**config.mk**
```make
export PLATFORM = sky130hd
export DESIGN_NAME = fetch_unit
export DESIGN_NICKNAME = d
export VERILOG_FILES = /design/src/rtl/rv_pkg.sv /design/src/rtl/fetch_queue.sv /design/src/rtl/fetch_unit.sv
export SDC_FILE = /design/constraint.sdc
export NUM_CORES = 1
export LEC_CHECK = 0
export ABC_CLOCK_PERIOD_IN_PS = 4150
export BUFFER_PORTS_ARGS = -buffer_cell sky130_fd_sc_hd__buf_4
export CAP_MARGIN = 20
export CORE_ASPECT_RATIO = 0.7
export CORE_UTILIZATION = 51
export CTS_BUF_LIST = sky130_fd_sc_hd__clkbuf_8
export CTS_CLUSTER_SIZE = 8
export DETAILED_ROUTE_END_ITERATION = 8
export GPL_TIMING_DRIVEN = 0
export PLACE_DENSITY = 0.84
export SLEW_MARGIN = 10
export SYNTH_ARGS = -nofsm -noshare
export SYNTH_HDL_FRONTEND = slang
export SYNTH_SLANG_ARGS = --single-unit
```
**constraint.sdc**
```tcl
create_clock -name clk -period 4.15 [get_ports clk]
set_clock_uncertainty 0.05 [all_clocks]
set_input_delay 0.2075 -clock clk [delete_from_list [all_inputs] [get_ports clk]]
set_output_delay 0.2075 -clock clk [all_outputs]
set_load 0.02 [all_outputs]
```
**src/rtl/rv_pkg.sv**
```systemverilog
// Shared core definitions: architectural width, special instruction encodings
// and the fetch FSM state type.
package rv_pkg;

    localparam int XLEN = 32;

    localparam logic [XLEN-1:0] INSTR_UNIMP = 32'hC000_1073;
    localparam logic [XLEN-1:0] INSTR_NOP   = 32'h0000_0013;

    typedef enum logic {
        FETCH_RUN  = 1'b0,
        FETCH_HALT = 1'b1
    } fetch_state_t;

endpackage

```
**src/rtl/fetch_queue.sv**
```systemverilog
// Small synchronous FIFO with flush. The head entry is read combinationally so
// a word written on one edge is visible on dout right after that edge.
module fetch_queue #(
    parameter int WIDTH = 64,
    parameter int DEPTH = 2
) (
    input  logic                       clk,
    input  logic                       rst,
    input  logic                       push,
    input  logic                       pop,
    input  logic                       flush,
    input  logic [WIDTH-1:0]           din,
    output logic [WIDTH-1:0]           dout,
    output logic [$clog2(DEPTH):0]     count,
    output logic                       empty,
    output logic                       full
);

    localparam int AW = $clog2(DEPTH);

    logic [WIDTH-1:0] mem_reg [DEPTH];
    logic [AW-1:0]    wr_ptr_reg;
    logic [AW-1:0]    rd_ptr_reg;
    logic [AW:0]      count_reg;
    logic             do_push;
    logic             do_pop;

    assign empty   = (count_reg == '0);
    assign full    = (count_reg == (AW+1)'(DEPTH));
    assign do_pop  = pop && !empty;
    // A full queue may accept a push only when the head leaves on the same edge.
    assign do_push = push && (!full || do_pop);

    assign count = count_reg;
    assign dout  = mem_reg[rd_ptr_reg];

    generate
        for (genvar gi = 0; gi < DEPTH; gi++) begin : g_entry
            always_ff @(posedge clk) begin
                if (rst) begin
                    mem_reg[gi] <= '0;
                end else if (do_push && !flush && (wr_ptr_reg == AW'(gi))) begin
                    mem_reg[gi] <= din;
                end
            end
        end
    endgenerate

    always_ff @(posedge clk) begin
        if (rst || flush) begin
            wr_ptr_reg <= '0;
            rd_ptr_reg <= '0;
            count_reg  <= '0;
        end else begin
            if (do_push) begin
                wr_ptr_reg <= wr_ptr_reg + 1'b1;
            end
            if (do_pop) begin
                rd_ptr_reg <= rd_ptr_reg + 1'b1;
            end
            case ({do_push, do_pop})
                2'b10:   count_reg <= count_reg + 1'b1;
                2'b01:   count_reg <= count_reg - 1'b1;
                default: count_reg <= count_reg;
            endcase
        end
    end

endmodule

```
**src/rtl/fetch_unit.sv**
```systemverilog
// Instruction fetch stage: owns the PC, fetches from a combinational imem,
// buffers {pc, instr} pairs for decode and halts after fetching unimp.
module fetch_unit
    import rv_pkg::*;
#(
    parameter logic [31:0] RESET_PC = 32'h0000_0000,
    parameter int          QDEPTH   = 2
) (
    input  logic             clk,
    input  logic             rst,
    output logic [XLEN-1:0]  imem_addr,
    input  logic [XLEN-1:0]  imem_instr,
    input  logic             redirect_valid,
    input  logic [XLEN-1:0]  redirect_pc,
    output logic             out_valid,
    input  logic             out_ready,
    output logic [XLEN-1:0]  out_pc,
    output logic [XLEN-1:0]  out_instr,
    output logic             halted
);

    localparam int QAW = $clog2(QDEPTH);

    fetch_state_t     state_reg;
    fetch_state_t     state_next;
    logic [XLEN-1:0]  pc_reg;
    logic [XLEN-1:0]  pc_next;

    logic             pop;
    logic             push;
    logic [2*XLEN-1:0] q_dout;
    logic [QAW:0]     q_count;
    logic             q_empty;
    logic             q_full;

    assign imem_addr = pc_reg;
    assign out_valid = (q_count != '0);
    assign pop       = out_valid && out_ready;
    assign push      = (state_reg == FETCH_RUN) && !redirect_valid && (!q_full || pop);
    assign out_pc    = q_dout[2*XLEN-1:XLEN];
    assign out_instr = q_dout[XLEN-1:0];
    assign halted    = (state_reg == FETCH_HALT);

    fetch_queue #(
        .WIDTH (2*XLEN),
        .DEPTH (QDEPTH)
    ) u_queue (
        .clk   (clk),
        .rst   (rst),
        .push  (push),
        .pop   (pop && !q_empty && !redirect_valid),
        .flush (redirect_valid),
        .din   ({pc_reg, imem_instr}),
        .dout  (q_dout),
        .count (q_count),
        .empty (q_empty),
        .full  (q_full)
    );

    always_comb begin
        state_next = state_reg;
        pc_next    = pc_reg;
        if (redirect_valid) begin
            // Low address bits are dropped: misaligned targets are aligned silently.
            pc_next    = {redirect_pc[XLEN-1:2], 2'b00};
            state_next = FETCH_RUN;
        end else if (push) begin
            pc_next = pc_reg + 32'd4;
            if (imem_instr == INSTR_UNIMP) begin
                state_next = FETCH_HALT;
            end
        end
    end

    always_ff @(posedge clk) begin
        if (rst) begin
            state_reg <= FETCH_RUN;
            pc_reg    <= RESET_PC;
        end else begin
            state_reg <= state_next;
            pc_reg    <= pc_next;
        end
    end

endmodule

```
==> reports/qor.txt, run 1 <==
outcome -> completed
#FFs+latches synth -> 160
width of the chip -> 147.4 µm
Wirelength per Cell -> 19.51 µm
fin crit share -> 0.6918
number of vias per cell -> 5.676
Net Switching -> 950.1 µW
Ys Warns -> 0
slowest CP cell -> a21o_4
Internal -> 2553 µW
Sink Count -> 160
slew margin rel. -> 0.4204
Routability Congestion -> 0.9489
Peak VDD IR -> 0.2091 mV
Tmin final -> 2.871 ns
Finished Layout Cells -> 1052
final count of negative-setup-slack endpoints -> 0
Hold Fails Final Rpt -> 0
leakage power -> 0.004233 µW
# DRC -> 0
cell chain of the critical path -> clkbuf_1, clkbuf_1, a21o_4
kind of end point of the critical path -> register
RSZ-0062 raised after global routing -> no
area grow syn2layout -> 32.18%
Placed Area -> 9055 µm²
worst path bufs/invs -> 2
Crit Path Class -> register to register
EDFF count, synth -> 124
Remaining Overflow, GRT -> 0
core area -> 14190 µm²
Avg Inst Size Synth -> 12.37 µm²
most frequent cells after synthesis -> edfxtp_1 (124), and3_1 (69), mux2_2 (62)
vias in the first global route -> 5868
post-DP HPWL -> 13.79 mm
initial antenna violation count -> 0
post-synthesis adder-cell area fraction -> 0.003316
Post-Synthesis Cells -> 610
final wirelength -> 20.52 mm
number of instances in the placed design -> 964
post-route antenna net violation count -> 0
CP arrival -> 2.91 ns
delay-heaviest family, CP -> buffers and inverters
sequential share of power -> 0.539
die area -> 15290 µm²
Max Fanout on Critical Path -> 62
CTS H-Tree Depth -> 4
vias -> 5971
leading area contributor after synthesis -> edfxtp_1
Root Driver -> clkbuf_8
count leader, synth -> edfxtp_1
Setup Fix Bufs, Post-CTS -> 0
XOR/XNOR share of the synthesized area -> 0.02786
Initial Util -> 0.5318
switch share -> 0.2713
routed length on met1 -> 9.060 mm
number of max-cap violations -> 0
Pre-Repair DR Iteration Count -> 5
Compound-Gate Fraction of Synth Area -> 0.04228
CTS buffer count -> 17
ys async rst share -> 0
dominant synthesized flop cell -> edfxtp_1
I/O pin total -> 166
Cell Rows -> 36
first-pass GRT wire length -> 31.64 mm
Slew @ Worst Pin -> 0.8694 ns
clock network fraction of total power -> 0.301
cell mode on critical path -> clkbuf_1
Max Freq -> 348.3 MHz
Clock Tree Buf Depth -> 2
Synth Area in Simple Gates -> 0.2093
PD cells -> 351.2 nW/µm²
mux cell area share after synthesis -> 0.09451
Total GRT Usage -> 0.2748
max-slew violations -> 0
Total Nets Final -> 919
crit start category -> register
TritonCTS clock tree -> built
Comb power frac -> 0.160
Clock transition at path regs -> 0.08 ns
met3 routed WL -> 1.666 mm
share of layout cells above drive strength 1 -> 0.3329
Worst-Skew Late Latency -> 0.47 ns
post-synthesis cell type count -> 53
met2 wire length -> 9.402 mm
largest family of logic cells by synthesized area -> simple AND/OR/NAND/NOR gates
worst min-delay path class -> input pin to register
post-synthesis cell area -> 7546 µm²
Seq/Total Area, Yosys -> 0.5890
Ant. Diodes -> 0
First DRT Iteration DRCs -> 575
Yosys top cell area share -> 0.4935
Design Area, Final -> 9975 µm²
peak per-stage delay on the critical path -> 0.74 ns
Largest register FFs -> 124
buffers added on ports -> 159
CP Data Required Time -> 4.18 ns
largest net degree at the start of global routing -> 63
Chip Height -> 103.8 µm
top cells by area, synth -> edfxtp_1 (49%), dfxtp_1 (9.6%), mux2_2 (9.3%), and3_1 (5.7%), and2_1 (4.8%)
Top Layer Used -> met4
final-layout fill cell count -> 980
==> metrics by stage <==
step	hold slack (ns)	utilization	worst slack (ns)	total power [µW]	TNS, ns
floorplan	0.2406	-	1.040	2181	0
global placement	0.3764	0.6338	-0.006519	2409	-0.1728
detailed placement	0.4067	0.6382	1.348	2429	0
CTS	0.0006845	0.7023	1.345	3495	0
global route	0.007473	0.7030	1.247	3610	0
finish	0.02112	0.7030	1.279	3503	0
==> cells in the final DEF (no fill, tap or decap), types with 7 or more instances in the layout <==
cell type	Yosys	routed
buf_4	5	164
edfxtp_1	124	124
and3_1	69	69
mux2_2	62	62
and2_1	58	58
dlygate4sd3_1	0	56
dfxtp_1	36	36
clkbuf_1	30	30
nand2_1	30	30
nor2_1	30	30
xor2_1	17	17
nand4_1	17	17
clkbuf_8	0	17
a21oi_1	14	14
a211oi_1	11	11
nor3_1	10	10
inv_1	7	9
nor4_1	9	9
nand3_1	8	8
xnor2_1	7	7
==> what timing repair did <==
action                    CTS  global route
hold buffers               55             1
hold endpoints to repair   55             1
gates resized for setup     0             0
==> tightest hold or removal path: cells and delay by family <==
family | cells | cell delay (ns)
AOI/OAI and AO/OA | 2 | 0.19
buffers and inverters | 1 | 0.08
==> area by class of cell <==
| cell class | instances | area, µm² | area share |
|---|---|---|---|
| timing repair buffer | 217 | 1802 | 0.1806 |
| inverter | 7 | 26.28 | 0.002634 |
| multi-input combinational | 401 | 2880 | 0.2888 |
| sequential | 160 | 4444 | 0.4456 |
| clock inverter | 15 | 125.1 | 0.01254 |
| buffer | 45 | 225.2 | 0.02258 |
| tap | 190 | 237.7 | 0.02383 |
| clock buffer | 17 | 234.0 | 0.02346 |
==> logic make-up (layout without fill, tap and decap cells) <==
logic type / Yosys count / count (layout)
compound gates: 48 / 48
xor+xnor: 24 / 24
fa+ha+maj: 2 / 2
buf+inv: 52 / 301
flops: 160 / 160
mux: 63 / 63
other cells: 1 / 4
simple gates: 260 / 260
==> layer usage <==
metal  vias up  global-route usage
li1       2725                   -
met1      2898              0.3846
met2       311              0.4228
met3        37             0.05419
met4         0              0.1046
met5         -                   0
==> power by group through the flow <==
stage	clock, µW	combinational, µW	sequential (µW)
after floorplan	0	254	1930
after global placement	0	489	1920
after detailed placement	0	507	1920
after CTS	1060	552	1890
after global routing	1120	591	1900
final	1050	560	1890
==> final timing paths <==
path | from | end | slack, ns | depth (start not counted)
hold reg to reg | u_queue.count[1] | u_queue.count[1] | 0.47 | 2
setup / recovery | u_queue.wr_ptr_reg | u_queue.mem_reg[1][4] | 1.28 | 3
setup reg to reg | u_queue.wr_ptr_reg | u_queue.mem_reg[1][4] | 1.28 | 3
hold / removal | redirect_pc[19] | imem_addr[19] | 0.02 | 3
No activity file was read; power rests on OpenSTA's default activity.
==> run 2: changes to the inputs <==
--- a/config.mk
+++ b/config.mk
@@ -5,16 +5,16 @@
 export SDC_FILE = /design/constraint.sdc
 export NUM_CORES = 1
 export LEC_CHECK = 0
-export ABC_CLOCK_PERIOD_IN_PS = 4150
+export ABC_CLOCK_PERIOD_IN_PS = 2700
 export BUFFER_PORTS_ARGS = -buffer_cell sky130_fd_sc_hd__buf_4
 export CAP_MARGIN = 20
 export CORE_ASPECT_RATIO = 0.7
-export CORE_UTILIZATION = 51
+export CORE_UTILIZATION = 56
 export CTS_BUF_LIST = sky130_fd_sc_hd__clkbuf_8
 export CTS_CLUSTER_SIZE = 8
 export DETAILED_ROUTE_END_ITERATION = 8
 export GPL_TIMING_DRIVEN = 0
-export PLACE_DENSITY = 0.84
+export PLACE_DENSITY = 0.87
 export SLEW_MARGIN = 10
 export SYNTH_ARGS = -nofsm -noshare
 export SYNTH_HDL_FRONTEND = slang
==> constraint.sdc (replaced) <==
create_clock -name clk -period 2.7 [get_ports clk]
set_clock_uncertainty 0.05 [all_clocks]
set_input_delay 0.135 -clock clk [delete_from_list [all_inputs] [get_ports clk]]
set_output_delay 0.135 -clock clk [all_outputs]
set_load 0.02 [all_outputs]
==> run 2 against run 1 <==
Effect of this change:
- die area shrank 8.8%
- fmax grew 11%
- core utilization grew 6.5 points
- setup slack lost 1.2 ns
- critical path depth grew 2
- sequential share of layout area shrank 0.50 points
- design area grew 1.1%
- via count grew 3.6%
- total power grew 62%
- routed wire length grew 5.3%
- flip-flop and latch count is the same
- critical endpoint is now imem_addr[28]
==> reports/qor.txt, run 2 (same netlist as run 1, synthesis figures left out) <==
Clock Tree Buf Depth -> 2 (unchanged)
Clock transition at path regs -> 0.09 ns (about the same)
leakage power -> 0.004313 µW (+1.9%)
initial antenna violation count -> 0 (unchanged)
CP Data Required Time -> 3.04 ns (-1.14 ns)
Root Driver -> clkbuf_8
max-slew violations -> 0 (unchanged)
r2r setup slk -> 0.12 ns (-1.16 ns)
slew margin rel. -> 0.5396 (+0.1192)
first-pass GRT wire length -> 32.42 mm (+2.4%)
Final WS setup -> 0.1170 ns (-1.162 ns)
Total Nets Final -> 926 (+0.76%)
First DRT Iteration DRCs -> 551 (-4.2%)
r2r worst-path depth -> 5 (+2)
Crit Path Class -> register to register
FF-to-FF Start -> imem_addr[14]
Routability Congestion -> 0.9231 (-2.7%)
post-layout util -> 0.7679 (+0.06491)
number of vias per cell -> 5.976 (+5.3%)
kind of end point of the critical path -> register
PD cells -> 560.8 nW/µm² (+60%)
Finished Layout Cells -> 1035 (-1.6%)
Sink Count -> 160 (unchanged)
Ant. Diodes -> 0 (unchanged)
TritonCTS clock tree -> built
CTS H-Tree Depth -> 4 (unchanged)
Peak VDD IR -> 0.3797 mV (+82%)
most frequent cells in the layout -> buf_4 (165), edfxtp_1 (124), and3_1 (69)
CP arrival -> 2.92 ns (about the same)
Worst-Skew Late Latency -> 0.45 ns (-0.02 ns)
Tmin final -> 2.583 ns (-0.2880 ns)
Initial Util -> 0.5744 (+0.04255)
vias in the first global route -> 6170 (+5.1%)
Pre-Repair DR Iteration Count -> 7 (+2)
Remaining Overflow, GRT -> 0 (unchanged)
core area -> 13140 µm² (-7.4%)
leading cell type in the layout, fill and taps excluded -> buf_4
Max Fanout on Critical Path -> 8 (-87%)
post-DP HPWL -> 13.81 mm (about the same)
Total GRT Usage -> 0.3093 (+0.03450)
share of layout cells above drive strength 1 -> 0.3383 (+0.005373)
vias -> 6185 (+3.6%)
reg-to-reg endpoint -> imem_addr[28]
outcome -> completed
Largest register FFs -> 124 (unchanged)
# DRC -> 0 (unchanged)
final count of negative-setup-slack endpoints -> 0 (unchanged)
I/O pin total -> 166 (unchanged)
fin crit share -> 0.9567 (+0.2649)
area grow syn2layout -> 33.69%
post-route antenna net violation count -> 0 (unchanged)
Hold Fails Final Rpt -> 0 (unchanged)
Hold Path Cell Cnt -> 5 (+2)
Hold Startpoint -> redirect_pc[24]
largest net degree at the start of global routing -> 32 (-49%)
CTS buffer count -> 17 (unchanged)
final wirelength -> 21.60 mm (+5.3%)
number of instances in the placed design -> 940 (-2.5%)
Chip Height -> 99.12 µm (-4.5%)
die area -> 13950 µm² (-8.8%)
Min Hold Slack -> 0.03567 ns (+0.01455 ns)
Setup TNS Final -> 0 ns (unchanged)
width of the chip -> 140.7 µm (-4.5%)
RSZ-0062 raised after global routing -> no
number of max-cap violations -> 0 (unchanged)
Max Freq -> 387.1 MHz (+11%)
buffers added on ports -> 159 (unchanged)
crit start category -> register
worst min-delay path class -> input pin to register
Wirelength per Cell -> 20.87 µm (+7.0%)
Slew @ Worst Pin -> 0.6813 ns (-0.1880 ns)
Cell Rows -> 35 (-2.8%)
worst slack at placement -> -0.04886 ns (-1.397 ns)
Worst Hold End -> imem_addr[24]
[run 2: routing by layer]
layer  GRT usage  up-vias  wire length (µm)
li1            -     2734                 -
met1      0.4189     3040              8807
met2      0.5002      370             10410
met3     0.06211       41              1922
met4      0.1129        0               464
met5           0        -                 0
[run 2: cell type report]
cell class / count / area, µm²
Sequential cell: 160 / 4444
Fill cell: 823 / 3049
Multi-Input combinational cell: 402 / 2909
Timing Repair Buffer: 223 / 1859
Clock buffer: 17 / 234.0
Buffer: 45 / 226.5
Tap cell: 166 / 207.7
Clock inverter: 15 / 181.4
Inverter: 7 / 26.28
[run 2: repair_timing]
item | 4_1_cts | 5_1_grt
setup buffers | 0 | 1
pin swaps | 0 | 1
cloned | 1 | 0
endpoints found under the setup margin | 62 | 30
gates resized for setup | 1 | 4
hold buffers | 61 | 0
hold endpoints to repair | 92 | 0
[run 2: how the worst max path moves through the flow]
stage	endpoint	start	slack, ns	cells past startpoint
final	imem_addr[28]	imem_addr[14]	0.12	5
after global routing	imem_addr[28]	imem_addr[14]	0.03	5
after CTS	u_queue.mem_reg[0][29]	u_queue.wr_ptr_reg	0.005	5
after detailed placement	u_queue.mem_reg[1][20]	u_queue.wr_ptr_reg	-0.05	3
after global placement	u_queue.mem_reg[1][21]	u_queue.wr_ptr_reg	-0.54	3
after floorplan	u_queue.mem_reg[0][0]	halted	0.26	4
[run 2: worst max-delay path: stages (launching register included)]
cell,delay (ns)
dfxtp_1,0.48
nand3_1,0.38
nor4_4,0.43
nand4_1,0.20
a2111oi_0,0.38
dlygate4sd3_1,0.61
[run 2: report_power, final]
| group | total [µW] | internal, µW | switching, µW |
|---|---|---|---|
| registers | 2900 | 2810 | 98.2 |
| logic | 882 | 406 | 475 |
| clock network | 1870 | 927 | 944 |
| total | 5660 | 4140 | 1520 |
[run 2: through the flow]
stage               total power, µW  area [µm²]
floorplan                      3351        7570
global placement               3695        8971
detailed placement             3733        9025
CTS                            5631       10070
global route                   5816       10090
finish                         5658       10090
==> run 3: changes to the inputs <==
--- a/config.mk
+++ b/config.mk
@@ -8,8 +8,10 @@
 export ABC_CLOCK_PERIOD_IN_PS = 2700
 export BUFFER_PORTS_ARGS = -buffer_cell sky130_fd_sc_hd__buf_4
 export CAP_MARGIN = 20
+export CELL_PAD_IN_SITES_DETAIL_PLACEMENT = 1
+export CELL_PAD_IN_SITES_GLOBAL_PLACEMENT = 2
 export CORE_ASPECT_RATIO = 0.7
-export CORE_UTILIZATION = 56
+export CORE_UTILIZATION = 37
 export CTS_BUF_LIST = sky130_fd_sc_hd__clkbuf_8
 export CTS_CLUSTER_SIZE = 8
 export DETAILED_ROUTE_END_ITERATION = 8
==> run 3 against run 2 <==
Effect of this change:
- via count is 3.6% lower
- critical path depth is 1 lower
- register-to-register slack better by 0.03 ns
- total power is 0.39% lower
- cell count is 10% higher
- core utilization is 26 points lower
- fmax is 1.2% higher
- routed wire length is 12% higher
- flip-flop and latch count stayed put
- largest cell class unchanged
==> reports/qor.txt, run 3 (same netlist as run 1, synthesis figures left out) <==
Clock Tree Buf Depth -> 2 (unchanged)
met3 routed WL -> 1.291 mm (-33%)
vias in the first global route -> 6204 (+0.55%)
CTS H-Tree Depth -> 4 (unchanged)
initial antenna violation count -> 0 (unchanged)
I/O pin total -> 166 (unchanged)
Worst-Skew Late Latency -> 0.48 ns (+0.03 ns)
reg-to-reg endpoint -> u_queue.mem_reg[1][35]
Finished Layout Cells -> 1141 (+10%)
final wirelength -> 24.23 mm (+12%)
Initial Util -> 0.3791 (-0.1953)
largest net degree at the start of global routing -> 46 (+44%)
post-layout util -> 0.5129 (-0.2550)
Wirelength per Cell -> 21.23 µm (+1.7%)
Total GRT Usage -> 0.2341 (-0.07528)
Routability Congestion -> 0.8134 (-12%)
die area -> 20980 µm² (+50%)
FF-to-FF Start -> u_queue.wr_ptr_reg
Clock transition at path regs -> 0.09 ns (about the same)
leading cell type in the layout, fill and taps excluded -> buf_4
Max Freq -> 391.7 MHz (+1.2%)
Worst Setup SP -> u_queue.wr_ptr_reg
Sink Count -> 160 (unchanged)
final count of negative-setup-slack endpoints -> 0 (unchanged)
sequential share of power -> 0.516 (+0.003)
number of vias per cell -> 5.227 (-13%)
number of instances in the placed design -> 1045 (+11%)
Remaining Overflow, GRT -> 0 (unchanged)
Setup TNS Final -> 0 ns (unchanged)
r2r worst-path depth -> 4 (-1)
Setup Fix Bufs, Post-CTS -> 0 (unchanged)
Hold Path Cell Cnt -> 4 (-1)
Internal -> 4047 µW (-2.2%)
Pre-Repair DR Iteration Count -> 5 (-2)
CTS buffer count -> 17 (unchanged)
CP Data Required Time -> 2.81 ns (-0.23 ns)
Cell Rows -> 43 (+23%)
buffers added on ports -> 159 (unchanged)
CP arrival -> 2.67 ns (-0.25 ns)
Total Nets Final -> 928 (+0.22%)
worst min-delay path class -> input pin to register
area grow syn2layout -> 35.30%
TritonCTS clock tree -> built
Root Driver -> clkbuf_8
Tmin final -> 2.553 ns (-0.02988 ns)
Peak VDD IR -> 0.2613 mV (-31%)
share of layout cells above drive strength 1 -> 0.3330 (-0.005369)
PD cells -> 552.0 nW/µm² (-1.6%)
Chip Height -> 121.5 µm (+23%)
Net Switching -> 1589 µW (+4.7%)
Hold Fails Final Rpt -> 0 (unchanged)
clock network fraction of total power -> 0.326 (-0.005)
outcome -> completed
number of max-cap violations -> 0 (unchanged)
leakage power -> 0.004287 µW (-0.59%)
kind of end point of the critical path -> register
first-pass GRT wire length -> 36.60 mm (+13%)
Comb power frac -> 0.158 (+0.002)
Crit Path Class -> register to register
r2r setup slk -> 0.15 ns (+0.03 ns)
width of the chip -> 172.7 µm (+23%)
routed length on met1 -> 11.04 mm (+25%)
# DRC -> 0 (unchanged)
crit start category -> register
worst slack at placement -> -0.1047 ns (-0.05583 ns)
Top Layer Used -> met4
Slew @ Worst Pin -> 0.7004 ns (+0.01907 ns)
RSZ-0062 raised after global routing -> no
fin crit share -> 0.9456 (-0.01107)
final-layout fill cell count -> 2127 (+160%)
Final WS setup -> 0.1469 ns (+0.02988 ns)
met2 wire length -> 11.71 mm (+12%)
Largest register FFs -> 124 (unchanged)
FF/Latch Area -> 4444 µm² (unchanged)
multi-input logic area -> 2880 µm² (-0.99%)
switch share -> 0.2819 (+0.01363)
max-slew violations -> 0 (unchanged)
vias -> 5964 (-3.6%)
First DRT Iteration DRCs -> 548 (-0.54%)
Max Fanout on Critical Path -> 45 (+37)
Ant. Diodes -> 0 (unchanged)
core area -> 19910 µm² (+52%)
most frequent cells in the layout -> buf_4 (164), edfxtp_1 (124), and3_1 (69)
Hold Startpoint -> out_ready
slew margin rel. -> 0.5331 (-0.006522)
post-DP HPWL -> 16.73 mm (+21%)
post-route antenna net violation count -> 0 (unchanged)
run 3: changes by cell type in the layout (fill, tap and decap cells not counted), sizes merged:
cell,previous run,this run
clkinvlp,2,4
bufinv,3,2
dlygate4sd3,61,64
a21o,2,1
clkinv,5,4
run 3: cell type report:
type / instances / area share
flip-flops and latches: 160 / 0.4353
multi-input cells: 401 / 0.2821
repair buffers: 226 / 0.1863
well taps: 270 / 0.03309
clock buffers: 17 / 0.02292
plain buffers: 45 / 0.02218
clock inverters: 15 / 0.01556
inverters: 7 / 0.002574
run 3: power by group through the flow:
stage                     sequential [µW]  combinational (µW)  clock [µW]
final                                2910                 890        1840
after CTS                            2910                 889        1850
after global placement               2950                 769           0
after detailed placement             2960                 807           0
after floorplan                      2960                 392           0
after global routing                 2930                 946        1940
run 3: worst max-delay path, stage by stage, from the launching register on:
cell and delay (ns):
dfxtp_1 0.58, clkbuf_1 0.46, clkbuf_2 0.43, a21o_4 0.37
buf_16 0.29
run 3: worst max-delay path by stage:
stage	to	slack, ns
floorplan	u_queue.mem_reg[0][0]	0.26
CTS	out_instr[31]	0.12
detailed placement	u_queue.mem_reg[0][28]	-0.10
finish	u_queue.mem_reg[1][35]	0.15
global placement	u_queue.mem_reg[1][29]	-0.68
global route	u_queue.mem_reg[1][28]	0.04
run 3: layer usage:
layer | vias to the layer above | global-route usage
li1 | 2741 | -
met1 | 3023 | 0.3153
met2 | 183 | 0.3879
met3 | 17 | 0.05013
met4 | 0 | 0.05033
met5 | - | 0
run 3: through the flow:
stage,total power (µW),hold WS [ns],area (µm²)
2_1_floorplan,3351,0.1681,7570
3_3_place_gp,3723,0.3098,9101
3_5_place_dp,3771,0.3178,9175
4_1_cts,5651,0.03213,10210
5_1_grt,5811,0.06405,10210
6_report,5636,0.04878,10210
run 3: repair_timing:
item                       in CTS  in global routing
hold buffers                   64                  0
setup endpoints to repair      72                  0
resized for setup               1                  0
hold endpoints to repair       94                  0
